`src/rtl/led_anim_pkg.sv`:
```
// rtl/led_anim_pkg.sv - shared types for the LED animator
package led_anim_pkg;

  typedef enum logic [1:0] {
    MODE_SHIFT   = 2'd0,
    MODE_FILL    = 2'd1,
    MODE_BREATHE = 2'd2,
    MODE_BOUNCE  = 2'd3
  } mode_e;

  typedef enum logic {
    DIR_DOWN = 1'b0,
    DIR_UP   = 1'b1
  } dir_e;

endpackage

```
`src/rtl/led_pwm.sv`:
```
// rtl/led_pwm.sv - free-running PWM; duty is sampled only at the period boundary
module led_pwm #(
  parameter int PWM_LEVELS = 16
) (
  input  logic                          clk,
  input  logic                          rst,
  input  logic [$clog2(PWM_LEVELS)-1:0] duty,
  output logic                          pwm_out
);

  localparam int DW = $clog2(PWM_LEVELS);

  logic [DW-1:0] cnt_q;
  logic [DW-1:0] duty_q;

  always_ff @(posedge clk or posedge rst) begin
    if (rst) begin
      cnt_q  <= '0;
      duty_q <= '0;
    end else begin
      cnt_q <= cnt_q + 1'b1;
      // latching on the last count keeps every period a whole number of high clocks
      if (cnt_q == DW'(PWM_LEVELS - 1)) duty_q <= duty;
    end
  end

  assign pwm_out = (cnt_q < duty_q);

endmodule

```
`src/rtl/led_animator.sv`:
```
// rtl/led_animator.sv - LED pattern animator (shift/fill/breathe/bounce)
// Bounce mode is compiled only when LED_ANIMATOR_BOUNCE_EN is defined.
module led_animator #(
  parameter int N_LED      = 8,
  parameter int STEP_W     = 16,
  parameter int PWM_LEVELS = 16
) (
  input  logic              clk,
  input  logic              rst,
  input  logic [1:0]        mode,
  input  logic              enable,
  input  logic [STEP_W-1:0] step_len,
  output logic [N_LED-1:0]  led_out,
  output logic              frame_done
);

  import led_anim_pkg::*;

  localparam int PW = $clog2(N_LED);
  localparam int DW = $clog2(PWM_LEVELS);
  localparam logic [PW-1:0]    POS_TOP  = PW'(N_LED - 1);
  localparam logic [DW-1:0]    DUTY_PEN = DW'(PWM_LEVELS - 2);
  localparam logic [N_LED-1:0] LED_ONE  = N_LED'(1);
  localparam logic [N_LED-1:0] LED_MSB  = LED_ONE << (N_LED - 1);
`ifdef LED_ANIMATOR_BOUNCE_EN
  localparam logic [PW-1:0]    POS_PEN  = PW'(N_LED - 2);
`endif

  mode_e             mode_in, mode_q, mode_d;
  logic [STEP_W-1:0] div_q, div_d, term;
  logic [PW-1:0]     pos_q, pos_d;
  dir_e              dir_q, dir_d;
  logic [DW-1:0]     duty_q, duty_d;
  logic              fill_q, fill_d;
  logic [N_LED-1:0]  led_q, led_d;
  logic              frame_q, frame_d;
  logic              mode_chg, run, tick, pwm;

  assign mode_in  = mode_e'(mode);
  assign term     = (step_len == '0) ? '0 : step_len - 1'b1;
  assign mode_chg = (mode_in != mode_q);
`ifdef LED_ANIMATOR_BOUNCE_EN
  assign run = enable && !mode_chg;
`else
  assign run = enable && !mode_chg && (mode_q != MODE_BOUNCE);
`endif
  // >= rather than == so a shortened step_len fires on the next enabled cycle
  assign tick = run && (div_q >= term);

  led_pwm #(.PWM_LEVELS(PWM_LEVELS)) u_pwm (
    .clk    (clk),
    .rst    (rst),
    .duty   (duty_q),
    .pwm_out(pwm)
  );

  always_comb begin
    mode_d  = mode_in;
    div_d   = div_q;
    pos_d   = pos_q;
    dir_d   = dir_q;
    duty_d  = duty_q;
    fill_d  = fill_q;
    led_d   = led_q;
    frame_d = 1'b0;
    if (mode_chg) begin
      div_d  = '0;
      pos_d  = POS_TOP;
      duty_d = '0;
      fill_d = 1'b0;
      led_d  = '0;
      dir_d  = (mode_in == MODE_BREATHE) ? DIR_UP : DIR_DOWN;
    end else if (run) begin
      div_d = tick ? '0 : div_q + 1'b1;
      case (mode_q)
        MODE_SHIFT: if (tick) begin
          if (led_q == '0 || led_q[0]) begin
            led_d   = LED_MSB;
            frame_d = led_q[0];
          end else begin
            led_d = led_q >> 1;
          end
        end
        MODE_FILL: if (tick) begin
          if (!fill_q) begin
            led_d  = {1'b1, led_q[N_LED-1:1]};
            fill_d = &led_q[N_LED-1:1];
          end else begin
            led_d = {1'b0, led_q[N_LED-1:1]};
            if (led_q[N_LED-1:1] == '0) begin
              fill_d  = 1'b0;
              frame_d = 1'b1;
            end
          end
        end
        MODE_BREATHE: begin
          led_d = pwm ? (LED_ONE << pos_q) : '0;
          if (tick) begin
            if (dir_q == DIR_UP) begin
              duty_d = duty_q + 1'b1;
              if (duty_q == DUTY_PEN) dir_d = DIR_DOWN;
            end else begin
              duty_d = duty_q - 1'b1;
              if (duty_q == DW'(1)) begin
                dir_d   = DIR_UP;
                pos_d   = (pos_q == '0) ? POS_TOP : pos_q - 1'b1;
                frame_d = (pos_q == '0);
              end
            end
          end
        end
`ifdef LED_ANIMATOR_BOUNCE_EN
        MODE_BOUNCE: if (tick) begin
          // first tick after a restart lights the top end without moving
          if (led_q == '0) begin
            led_d = LED_MSB;
          end else begin
            if (dir_q == DIR_DOWN) begin
              if (pos_q == '0) begin
                pos_d = PW'(1);
                if (POS_TOP == PW'(1)) frame_d = 1'b1;
                else dir_d = DIR_UP;
              end else begin
                pos_d = pos_q - 1'b1;
              end
            end else begin
              pos_d = pos_q + 1'b1;
              if (pos_q == POS_PEN) begin
                dir_d   = DIR_DOWN;
                frame_d = 1'b1;
              end
            end
            led_d = LED_ONE << pos_d;
          end
        end
`endif
        default: ;
      endcase
    end
  end

  always_ff @(posedge clk or posedge rst) begin
    if (rst) begin
      mode_q  <= MODE_SHIFT;
      div_q   <= '0;
      pos_q   <= POS_TOP;
      dir_q   <= DIR_DOWN;
      duty_q  <= '0;
      fill_q  <= 1'b0;
      led_q   <= '0;
      frame_q <= 1'b0;
    end else begin
      mode_q  <= mode_d;
      div_q   <= div_d;
      pos_q   <= pos_d;
      dir_q   <= dir_d;
      duty_q  <= duty_d;
      fill_q  <= fill_d;
      led_q   <= led_d;
      frame_q <= frame_d;
    end
  end

  assign led_out    = led_q;
  assign frame_done = frame_q;

endmodule

```
`config.mk`:
```
export PLATFORM = sky130hd
export DESIGN_NAME = led_animator
export DESIGN_NICKNAME = d
export VERILOG_FILES = /design/src/rtl/led_anim_pkg.sv /design/src/rtl/led_pwm.sv /design/src/rtl/led_animator.sv
export SDC_FILE = /design/constraint.sdc
export NUM_CORES = 1
export LEC_CHECK = 0
export CAP_MARGIN = 20
export CORE_ASPECT_RATIO = 0.9
export CORE_MARGIN = 2
export CORE_UTILIZATION = 50
export DETAILED_ROUTE_END_ITERATION = 8
export PLACE_DENSITY_LB_ADDON = 0.08
export SYNTH_ARGS = -nofsm -noshare
export SYNTH_HDL_FRONTEND = slang
export SYNTH_HIERARCHICAL = 1
export SYNTH_SLANG_ARGS = --single-unit
export TNS_END_PERCENT = 1
```
`constraint.sdc`:
```
create_clock -name clk -period 3.4 [get_ports clk]
set_input_delay 0.51 -clock clk [delete_from_list [all_inputs] [get_ports clk]]
set_output_delay 0.51 -clock clk [all_outputs]
set_load 0.02 [all_outputs]
```
==> results of run 1 <==
-- cell families after synthesis --
family                   after synthesis  share of synthesized area
multiplexers                           8                     0.0266
adder cells (fa/ha/maj)               36                      0.141
AO/OA/AOI/OAI                         63                      0.144
flip-flops                            44                      0.346
buffers and inverters                 28                     0.0356
XOR/XNOR                              27                     0.0740
AND/OR/NAND/NOR                      149                      0.233
-- registers in the layout (all words and copies together) (netlist names) --
signal        count
pos_q             3
div_q            16
frame_done        1
u_pwm/duty_q      4
mode_q            2
fill_q            1
u_pwm/cnt_q       4
led_out           8
duty_q            4
dir_q             1
-- worst max-delay path by stage --
stage	start	endpoint	slack, ns
5_1_grt	step_len[8]	duty_q[3]	-0.22
6_report	step_len[8]	duty_q[3]	-0.04
2_1_floorplan	step_len[7]	div_q[6]	-0.21
4_1_cts	step_len[8]	div_q[9]	-0.1
3_3_place_gp	step_len[7]	div_q[12]	-0.65
3_5_place_dp	step_len[7]	div_q[12]	-0.72
-- where the power goes --
group	internal, mW	switching, mW
sequential	0.527	0.00673
combinational	0.0843	0.102
clock	0.222	0.200
-- layer usage --
metal  GRT usage  vias up  share of wire
li1            -     1426              -
met1       0.327     1324           0.50
met2       0.352       60           0.45
met3      0.0372        8          0.034
met4      0.0697        0          0.012
met5           0        -              0
-- cell type report --
cell class	count	area share
inverters	17	0.0148
multi-input cells	283	0.515
repair buffers	81	0.161
clock buffers	5	0.0160
well taps	87	0.0253
clock inverters	3	0.0108
flip-flops and latches	44	0.257
-- what timing repair did --
action                     4_1_cts  5_1_grt
buffers inserted                 9        2
pin swaps                       39       14
gates resized for setup         62       18
gates cloned                     3        0
setup endpoints to repair       34       34
-- critical path, delay by kind of cell --
kind / cells / cell delay, ns
compound gates: 4 / 0.55
fa+ha+maj: 1 / 0.29
simple gates: 8 / 2.04
buf+inv: 2 / 0.24
-- through the flow --
step | cells | setup slack [ns] | TNS (ns) | power [mW]
finish | 520 | -0.0391 | -0.0753 | 1.14
global route | 520 | -0.216 | -4.50 | 1.19
CTS | 518 | -0.0990 | -1.76 | 1.15
detailed placement | 498 | -0.718 | -22.57 | 0.711
global placement | 498 | -0.653 | -20.13 | 0.708
floorplan | 355 | -0.212 | -4.35 | 0.631
-- cell usage in the layout, fill, tap and decap left out, types with 4 or more instances in the layout --
| cell | netlist | final |
|---|---|---|
| buf_4 | 2 | 44 |
| nand2_1 | 45 | 41 |
| dfrtp_1 | 41 | 41 |
| ha_1 | 36 | 33 |
| nor2_1 | 32 | 29 |
| xor2_1 | 17 | 17 |
| clkdlybuf4s50_1 | 0 | 17 |
| inv_1 | 17 | 15 |
| nand3_1 | 13 | 12 |
| nand4_1 | 10 | 10 |
| xnor2_1 | 10 | 10 |
| a21oi_1 | 12 | 9 |
| o21ai_0 | 12 | 9 |
| buf_6 | 0 | 9 |
| nor3_1 | 11 | 7 |
| a22o_1 | 7 | 7 |
| nand2b_1 | 6 | 5 |
| and3_1 | 7 | 5 |
| a31oi_1 | 6 | 5 |
| clkbuf_8 | 0 | 5 |
| nor3_2 | 0 | 4 |
| nand2_2 | 0 | 4 |
| and4_1 | 4 | 4 |
| mux2i_1 | 4 | 4 |
| dlygate4sd2_1 | 0 | 4 |
| mux2_1 | 4 | 4 |
==> run summary, run 1 <==
Number of global-route vias before repair = 2718
Final ANT Viol Nets = 0
Status = finished, violations left
Synthesized Nets = 412
Worst R2R Setup Slack = 1.02 ns
Register area = 0.00110 sq mm
Row Count = 27
Req. time, crit path = 3.60 ns
DR WL/cell = 14.4 um
Final worst path period share = 1.01
Largest area contributor in the netlist = dfrtp_1
Slew HR = 0.459
Core area = 0.00615 sq mm
Post-Syn Area = 0.00320 sq mm
# fillers = 474
Vias per cell = 5.42
Synth top area cells = dfrtp_1 (32%), ha_1 (14%), nand2_1 (5.3%), xor2_1 (4.7%), nor2_1 (3.8%)
Pin count of the biggest net entering global routing = 37
Syn avg cell area = 9.01 sq um
Drt drc = 0
FF-to-FF Start = div_q[13]
Worst Path Arrival = 3.64 ns
RSZ-0062 raised after global routing = true
Crit path cell chain = buf_6 -> or3_4 -> nor4_4 -> nand2_2 -> or3_4 -> nor3_2 -> a21oi_1 -> ha_1 -> nand4_1 -> nor2_1 -> or4b_4 -> a31oi_4 -> buf_6 -> a21oi_2 -> a31o_2
Maxcap violations = 0
Slew at the pin closest to its max-slew limit = 0.802 ns
Initial core utilization = 0.520
Clock root cell = clkbuf_8
CP max stage cell = or4b_4
Cell Area, Placed = 0.00386 sq mm
Register area share after synthesis = 0.346
Grt total ovfl = 0
First DRT Iteration DRCs = 83
Final hold vios = 0
DR pass1 iterations = 4
CTS buffer count = 5
I/O pins = 30
Most common cell in the netlist = nand2_1
Multi-input gate area = 0.00221 sq mm
IO Port Bufs = 29
IR drop worst, VDD = 200 uV
Antenna Cells = 0
Layout cells sized above 1 = 0.254
WS Path Type = in -> reg
Worst R2R End = duty_q[3]
Leak pwr = 1.97 nW
Util after Layout = 0.699
Final Instance Area = 0.00430 sq mm
Wire length of the first global-routing pass = 12700 um
Tot GR Track Use = 0.228
Commonest cells post-synth = nand2_1 (45), dfrtp_1 (41), ha_1 (36)
Initial antenna violation count = 0
Synthesized instance count = 355
CP max stage delay = 0.54 ns
GP Congestion = 0.859
DR vias = 2818
Prevailing post-synth register cell = dfrtp_1
Die height = 79.9 um
Reg2Reg Depth = 8
PD cells = 266 mW/mm^2
CTS H-tree depth = 2
Worst min-delay path category = in -> async
Share of flip-flops with an asynchronous set or reset = 1.00
Worst setup EP type = register
Die Wd = 88.3 um
Warnings, synthesis = 6
Final WL = 7500 um
Clock slew at reported path FFs = 0.09 ns
Final WS setup = -0.0391 ns
Clk_skew = 0.0121 ns
Setup crit start kind = input pin
Number of clock sinks = 44
Die ar. = 0.00705 sq mm
Hold_ws = 0.463 ns
Nets = 489
Max Transition Viols Final = 0
Largest fanout on the critical path = 6
Final min period = 3.44 ns
Post-synth EDFFs = 0
Hold_buf cts = 0
Seq cells post-synth = 44
Final setup fails = 4
Failing checks = setup timing
CTS tree = done
HPWL after DPL = 5540 um
Top cell type's share of synthesized area = 0.321
Post-synthesis cell type count = 53
Worst skew pair latency = 0.31 ns
FMAX = 291 MHz
Area grow syn2layout = 34.4%
Clock Path Buffers = 2
Note: power is estimated with default switching activity, not from simulation.
==> run 2, diff against run 1 <==
--- a/config.mk
+++ b/config.mk
@@ -5,7 +5,6 @@
 export SDC_FILE = /design/constraint.sdc
 export NUM_CORES = 1
 export LEC_CHECK = 0
-export CAP_MARGIN = 20
 export CORE_ASPECT_RATIO = 0.9
 export CORE_MARGIN = 2
 export CORE_UTILIZATION = 50
==> results of run 2 <==
No change in the layout: final DEF, timing and power equal those of run 1.
